### config.mk
export PLATFORM = sky130hd
export DESIGN_NAME = mem_arbiter_flat
export DESIGN_NICKNAME = d
export VERILOG_FILES = /design/src/rtl/mem_arbiter_if.sv /design/src/rtl/mem_arbiter.sv /design/src/flat_wrapper.sv
export SDC_FILE = /design/constraint.sdc
export NUM_CORES = 1
export LEC_CHECK = 0
export CORE_MARGIN = 1
export CORE_UTILIZATION = 35
export DETAILED_ROUTE_END_ITERATION = 12
export GPL_TIMING_DRIVEN = 0
export MAX_ROUTING_LAYER = met4
export PLACE_DENSITY_LB_ADDON = 0.08
export SKIP_CTS_REPAIR_TIMING = 1
export SYNTH_ARGS = -nofsm -noshare
export SYNTH_HDL_FRONTEND = slang
export SYNTH_SLANG_ARGS = --single-unit
### constraint.sdc
create_clock -name CLK -period 1.7 [get_ports CLK]
set_input_delay 0.17 -clock CLK [delete_from_list [all_inputs] [get_ports CLK]]
set_output_delay 0.17 -clock CLK [all_outputs]
set_load 0.05 [all_outputs]
### src/rtl/mem_arbiter_if.sv
// Bundle of the core-side request/response signals and the shared RAM port
// seen by mem_arbiter. The arbiter uses the slave view; the core/RAM side
// (or a testbench) uses the master view.
interface mem_arbiter_if;
  // instruction-fetch request
  logic        iREN;
  logic [31:0] iaddr;
  // data request
  logic        dREN;
  logic        dWEN;
  logic [31:0] daddr;
  logic [31:0] dstore;
  // responses to the core
  logic        iwait;
  logic        dwait;
  logic [31:0] iload;
  logic [31:0] dload;
  // shared RAM port
  logic        ramREN;
  logic        ramWEN;
  logic [31:0] ramaddr;
  logic [31:0] ramstore;
  logic [31:0] ramload;
  logic        ramready;
  // error status
  logic        memerr;

  modport slave (
    input  iREN, iaddr, dREN, dWEN, daddr, dstore, ramload, ramready,
    output iwait, dwait, iload, dload, ramREN, ramWEN, ramaddr, ramstore, memerr
  );

  modport master (
    output iREN, iaddr, dREN, dWEN, daddr, dstore, ramload, ramready,
    input  iwait, dwait, iload, dload, ramREN, ramWEN, ramaddr, ramstore, memerr
  );
endinterface

### src/rtl/mem_arbiter.sv
// Single-port RAM arbiter for one MIPS core: serialises instruction fetch and
// data accesses onto one RAM port with data priority, a starvation limit that
// forces an instruction grant, and an access timeout that returns ERRWORD and
// sets a sticky error flag.
module mem_arbiter #(
  parameter int unsigned MAX_STARVE = 3,
  parameter int unsigned TIMEOUT    = 64,
  parameter logic [31:0] ERRWORD    = 32'hBAD1BAD1
) (
  input logic          CLK,
  input logic          RST,
  mem_arbiter_if.slave bus
);

  localparam int unsigned DW = 32;
  localparam int unsigned SW = (MAX_STARVE > 0) ? $clog2(MAX_STARVE + 1) : 1;
  localparam int unsigned TW = (TIMEOUT > 1) ? $clog2(TIMEOUT) : 1;

  localparam logic [SW-1:0] STARVE_MAX = SW'(MAX_STARVE);
  localparam logic [TW-1:0] TMO_LAST   = TW'(TIMEOUT - 1);

  typedef enum logic [1:0] {
    ST_IDLE = 2'd0,
    ST_IACC = 2'd1,
    ST_DACC = 2'd2
  } state_e;

  state_e        state_q,    state_d;
  logic [SW-1:0] starve_q,   starve_d;
  logic [TW-1:0] tmo_q,      tmo_d;
  logic          memerr_q,   memerr_d;
  logic          ren_q,      ren_d;
  logic          wen_q,      wen_d;
  logic [DW-1:0] addr_q,     addr_d;
  logic [DW-1:0] store_q,    store_d;

  logic          d_req_c;
  logic          i_forced_c;
  logic          tmo_hit_c;
  logic          iwait_c;
  logic          dwait_c;
  logic [DW-1:0] iload_c;
  logic [DW-1:0] dload_c;

  // Request decode: a data request wins unless the fetch has waited too long.
  always_comb begin
    d_req_c    = bus.dREN | bus.dWEN;
    i_forced_c = bus.iREN && (starve_q == STARVE_MAX);
    tmo_hit_c  = (tmo_q == TMO_LAST) && !bus.ramready;
  end

  // Next-state logic and the combinational completion outputs.
  always_comb begin
    state_d  = state_q;
    starve_d = starve_q;
    tmo_d    = tmo_q;
    memerr_d = memerr_q;
    ren_d    = ren_q;
    wen_d    = wen_q;
    addr_d   = addr_q;
    store_d  = store_q;
    iwait_c  = 1'b1;
    dwait_c  = 1'b1;
    iload_c  = '0;
    dload_c  = '0;

    unique case (state_q)
      ST_IDLE: begin
        tmo_d = '0;
        if (d_req_c && !i_forced_c) begin
          state_d = ST_DACC;
          addr_d  = bus.daddr;
          store_d = bus.dstore;
          // A simultaneous read+write request is a write.
          wen_d   = bus.dWEN;
          ren_d   = !bus.dWEN;
          // Cannot overflow: at STARVE_MAX with iREN high the fetch is granted.
          if (bus.iREN) starve_d = starve_q + SW'(1);
          else          starve_d = '0;
        end else if (bus.iREN) begin
          state_d  = ST_IACC;
          addr_d   = bus.iaddr;
          ren_d    = 1'b1;
          wen_d    = 1'b0;
          starve_d = '0;
        end else begin
          starve_d = '0;
        end
      end

      ST_IACC, ST_DACC: begin
        if (bus.ramready || tmo_hit_c) begin
          if (state_q == ST_IACC) begin
            iwait_c = 1'b0;
            iload_c = bus.ramready ? bus.ramload : ERRWORD;
          end else begin
            dwait_c = 1'b0;
            if (!bus.ramready) dload_c = ERRWORD;
            else if (wen_q)    dload_c = '0;
            else               dload_c = bus.ramload;
          end
          if (tmo_hit_c) memerr_d = 1'b1;
          state_d = ST_IDLE;
          ren_d   = 1'b0;
          wen_d   = 1'b0;
          tmo_d   = '0;
        end else begin
          tmo_d = tmo_q + TW'(1);
        end
      end

      default: begin
        state_d = ST_IDLE;
        ren_d   = 1'b0;
        wen_d   = 1'b0;
        tmo_d   = '0;
      end
    endcase
  end

  // State and RAM-port registers with synchronous reset.
  always_ff @(posedge CLK) begin
    if (RST) begin
      state_q  <= ST_IDLE;
      starve_q <= '0;
      tmo_q    <= '0;
      memerr_q <= 1'b0;
      ren_q    <= 1'b0;
      wen_q    <= 1'b0;
      addr_q   <= '0;
      store_q  <= '0;
    end else begin
      state_q  <= state_d;
      starve_q <= starve_d;
      tmo_q    <= tmo_d;
      memerr_q <= memerr_d;
      ren_q    <= ren_d;
      wen_q    <= wen_d;
      addr_q   <= addr_d;
      store_q  <= store_d;
    end
  end

  // Drive the interface: RAM side straight from registers, core side from the
  // completion decode so a ready RAM releases the stall in the same cycle.
  always_comb begin
    bus.ramREN   = ren_q;
    bus.ramWEN   = wen_q;
    bus.ramaddr  = addr_q;
    bus.ramstore = store_q;
    bus.memerr   = memerr_q;
    bus.iwait    = iwait_c;
    bus.dwait    = dwait_c;
    bus.iload    = iload_c;
    bus.dload    = dload_c;
  end

endmodule

### src/flat_wrapper.sv
// flat-port wrapper written by rule: the top's interface ports become plain ports
module mem_arbiter_flat 
#(
  parameter int unsigned MAX_STARVE = 3,
  parameter int unsigned TIMEOUT    = 64,
  parameter logic [31:0] ERRWORD    = 32'hBAD1BAD1
)
  (CLK, RST, bus_iREN, bus_iaddr, bus_dREN, bus_dWEN, bus_daddr, bus_dstore, bus_ramload, bus_ramready, bus_iwait, bus_dwait, bus_iload, bus_dload, bus_ramREN, bus_ramWEN, bus_ramaddr, bus_ramstore, bus_memerr);
  mem_arbiter_if bus_i ();
  input logic CLK;
  input logic RST;
  input wire logic [$bits(bus_i.iREN)-1:0] bus_iREN;
  input wire logic [$bits(bus_i.iaddr)-1:0] bus_iaddr;
  input wire logic [$bits(bus_i.dREN)-1:0] bus_dREN;
  input wire logic [$bits(bus_i.dWEN)-1:0] bus_dWEN;
  input wire logic [$bits(bus_i.daddr)-1:0] bus_daddr;
  input wire logic [$bits(bus_i.dstore)-1:0] bus_dstore;
  input wire logic [$bits(bus_i.ramload)-1:0] bus_ramload;
  input wire logic [$bits(bus_i.ramready)-1:0] bus_ramready;
  output wire logic [$bits(bus_i.iwait)-1:0] bus_iwait;
  output wire logic [$bits(bus_i.dwait)-1:0] bus_dwait;
  output wire logic [$bits(bus_i.iload)-1:0] bus_iload;
  output wire logic [$bits(bus_i.dload)-1:0] bus_dload;
  output wire logic [$bits(bus_i.ramREN)-1:0] bus_ramREN;
  output wire logic [$bits(bus_i.ramWEN)-1:0] bus_ramWEN;
  output wire logic [$bits(bus_i.ramaddr)-1:0] bus_ramaddr;
  output wire logic [$bits(bus_i.ramstore)-1:0] bus_ramstore;
  output wire logic [$bits(bus_i.memerr)-1:0] bus_memerr;
  assign bus_i.iREN = bus_iREN;
  assign bus_i.iaddr = bus_iaddr;
  assign bus_i.dREN = bus_dREN;
  assign bus_i.dWEN = bus_dWEN;
  assign bus_i.daddr = bus_daddr;
  assign bus_i.dstore = bus_dstore;
  assign bus_i.ramload = bus_ramload;
  assign bus_i.ramready = bus_ramready;
  assign bus_iwait = bus_i.iwait;
  assign bus_dwait = bus_i.dwait;
  assign bus_iload = bus_i.iload;
  assign bus_dload = bus_i.dload;
  assign bus_ramREN = bus_i.ramREN;
  assign bus_ramWEN = bus_i.ramWEN;
  assign bus_ramaddr = bus_i.ramaddr;
  assign bus_ramstore = bus_i.ramstore;
  assign bus_memerr = bus_i.memerr;
  mem_arbiter #(.MAX_STARVE(MAX_STARVE), .TIMEOUT(TIMEOUT), .ERRWORD(ERRWORD)) u_core (.CLK(CLK), .RST(RST), .bus(bus_i));
endmodule
==> run summary <==
clock power share: 24.6%
fin area: 0.00763 mm²
clock buffer count from CTS: 9
Setup CP Type: flip-flop to output port
largest fanout on the critical path: 5
CP Cell Sequence: inv_2 > ha_4 > nor2b_4 > o211ai_1 > clkbuf_8 > nor2_4 > buf_6
max incr delay on CP: 0.35 ns
crit share post-route: 121%
Clock transition at path regs: 0.07 ns
Slew @ Worst Pin: 1.14 ns
syn_nets: 651
Final TNS setup: -15.35 ns
Final Hold Fails: 0
pins over their slew limit: 0
worst skew pair latency: 0.35 ns
most frequent cells in the layout: clkdlybuf4s50_1, nand2_1, dfxtp_1
initial antenna violation count: 1
final setup vio count: 61
EDFF count, synth: 0
failing checks: negative setup slack
RSZ-0062 raised after global routing: true
Crit-path slowest cell: dfxtp_2
num ports: 267
Hold Crit Depth: 3
top cells by area, synth: dfxtp_1, nand2_1, nor2_1
Async SR Flop Fraction: 0%
Mapped Area: 0.00368 mm²
Sw Share: 38.5%
CP Buf/Inv Count: 3
largest net degree at the start of global routing: 14
Max-slew headroom: 23.9%
post-place setup slack: -0.857 ns
core area: 0.0103 mm²
area share of the largest cell type after synthesis: 41.9%
drt initial violations: 207
Cell Area, Placed: 0.00688 mm²
PnR worst setup slack: -0.362 ns
Worst path depth: 7
Cell Int Power: 4.22 mW
Storage cell area: 0.00155 mm²
CP delay by family, top: buffers and inverters
total die area: 0.0109 mm²
Via density: 4.94
Chip Width: 105 µm
peak supply drop: 554 µV
row count: 37
Pwr Density: 900 mW/mm²
status: finished, violations left
combinational share of power: 44.4%
area grow syn2layout: 107%
top_reg_cell synth: dfxtp_1
number of global-route vias before repair: 4,411
leakage: 3.73 nW
All-Layer GR Usage: 24.8%
first-pass GRT wire length: 21,000 µm
R2R depth: 6
post-route ant nets: 0
WL final: 14,200 µm
wire per inst: 15.1 µm
min cycle time layout: 2.06 ns
CTS Sinks: 77
YS warnings: 0
synth unique cells: 34
Initial DRT Pass Iterations: 4
R2R setup slack: 0.13 ns
total power: 6.87 mW
TritonCTS clock tree: done
Synth area leader: dfxtp_1
synthesis-stage register bit count: 77
Seq/Total Area, Yosys: 41.9%
Mapped Avg Cell Area: 7.17 µm²
Flop pwr share: 31.0%
DRC violations left: 0
Worst setup EP type: output port
most common cell after layout, fill and taps aside: clkdlybuf4s50_1
GPL Wtd Cong: 0.843
Max Cap Viol: 0
root buf cell: clkbuf_8
total grt overflow: 0
vias after detailed routing: 4,663
Initial Utilization: 35.8%
chip height: 105 µm
Required @ worst endpoint: 1.53 ns
PortBufs: 264
crit path DAT: 1.89 ns
Filler Cell Count: 791
sw power: 2.65 mW
CP Launch Type: flip-flop
Bufs on Longest Clock Path: 2
DP HPWL: 10,600 µm
hold crit path type: input pin to flip-flop
share of layout cells above drive strength 1: 23.8%
Nets: 940
FMAX: 485 MHz
footprint of the multi-input gates: 0.00233 mm²
Worst Clk Skew: 0.00881 ns
number of H-tree levels: 3
Mapped Cells: 513
## area by class of cell
type / instances / share of cell area, %
sequential: 77 / 20.3
antenna: 1 / 0.0328
tap: 136 / 2.23
timing repair buffer: 277 / 39.1
inverter: 22 / 1.08
clock inverter: 6 / 1.44
clock buffer: 10 / 1.80
buffer: 39 / 3.48
multi-input combinational: 376 / 30.5
## power by group through the flow
stage	clock (mW)	combinational [mW]	sequential (mW)
5_1_grt	1.79	3.21	2.16
4_1_cts	1.72	2.86	2.13
2_1_floorplan	0	1.08	2.88
6_report	1.69	3.05	2.13
3_3_place_gp	0	2.81	2.16
3_5_place_dp	0	2.85	2.17
## cell families (layout without fill, tap and decap cells)
kind of cell	count (synthesis)	after routing	synth area share, %
AOI/OAI and AO/OA	115	116	21.4
xor gates and xnor gates	4	4	0.952
adders and majority gates	4	4	1.36
buffers and inverters	61	354	7.55
DFF	77	77	41.9
other	0	1	0
and+or+nand+nor	252	252	26.8
## flip-flops by register name, indices dropped and copies added, names as in the netlist
register and cells:
u_core.bus.ramaddr 32, u_core.bus.ramWEN 1, u_core.bus.ramstore 32, u_core.bus.memerr 1
u_core.starve_q 2, u_core.bus.ramREN 1, u_core.state_q 2, u_core.tmo_q 6
## cell usage after synthesis, drive strengths merged (2+ instances only)
| master | number |
|---|---|
| a21boi | 18 |
| a21oi | 53 |
| a22o | 2 |
| a311oi | 32 |
| and2 | 2 |
| and3 | 2 |
| buf | 18 |
| clkbuf | 21 |
| dfxtp | 77 |
| ha | 4 |
| inv | 22 |
| nand2 | 149 |
| nand2b | 3 |
| nand3 | 3 |
| nor2 | 85 |
| nor2b | 2 |
| nor3 | 3 |
| o21ai | 3 |
| xnor2 | 3 |
## path summary, 6_finish.rpt
kind	to	startpoint
worst min-delay path	u_core.bus.memerr	RST
worst min register to register	u_core.tmo_q[0]	u_core.tmo_q[0]
worst max register to register	u_core.bus.ramstore[10]	u_core.starve_q[0]
worst max-delay path	bus_dload[10]	u_core.state_q[0]
## stage by stage
stage | instances | hold slack (ns) | util, %
2_1_floorplan | 513 | 0.306 | -
3_3_place_gp | 913 | 0.437 | 67.0
3_5_place_dp | 913 | 0.445 | 67.0
4_1_cts | 929 | 0.333 | 69.4
5_1_grt | 944 | 0.356 | 74.2
6_report | 944 | 0.355 | 74.2
## worst min-delay path, stage by stage
cell      delay, ns
clkbuf_1       0.21
inv_1          0.16
o21a_1         0.13
## metal layers
layer	vias up	routed length (µm)	track usage (%)
li1	2277	-	-
met3	37	895	4.93
met1	2171	5380	25.8
met2	178	7440	44.8
met5	-	0	-
met4	0	495	11.2
(Power assumes the default switching activity.)
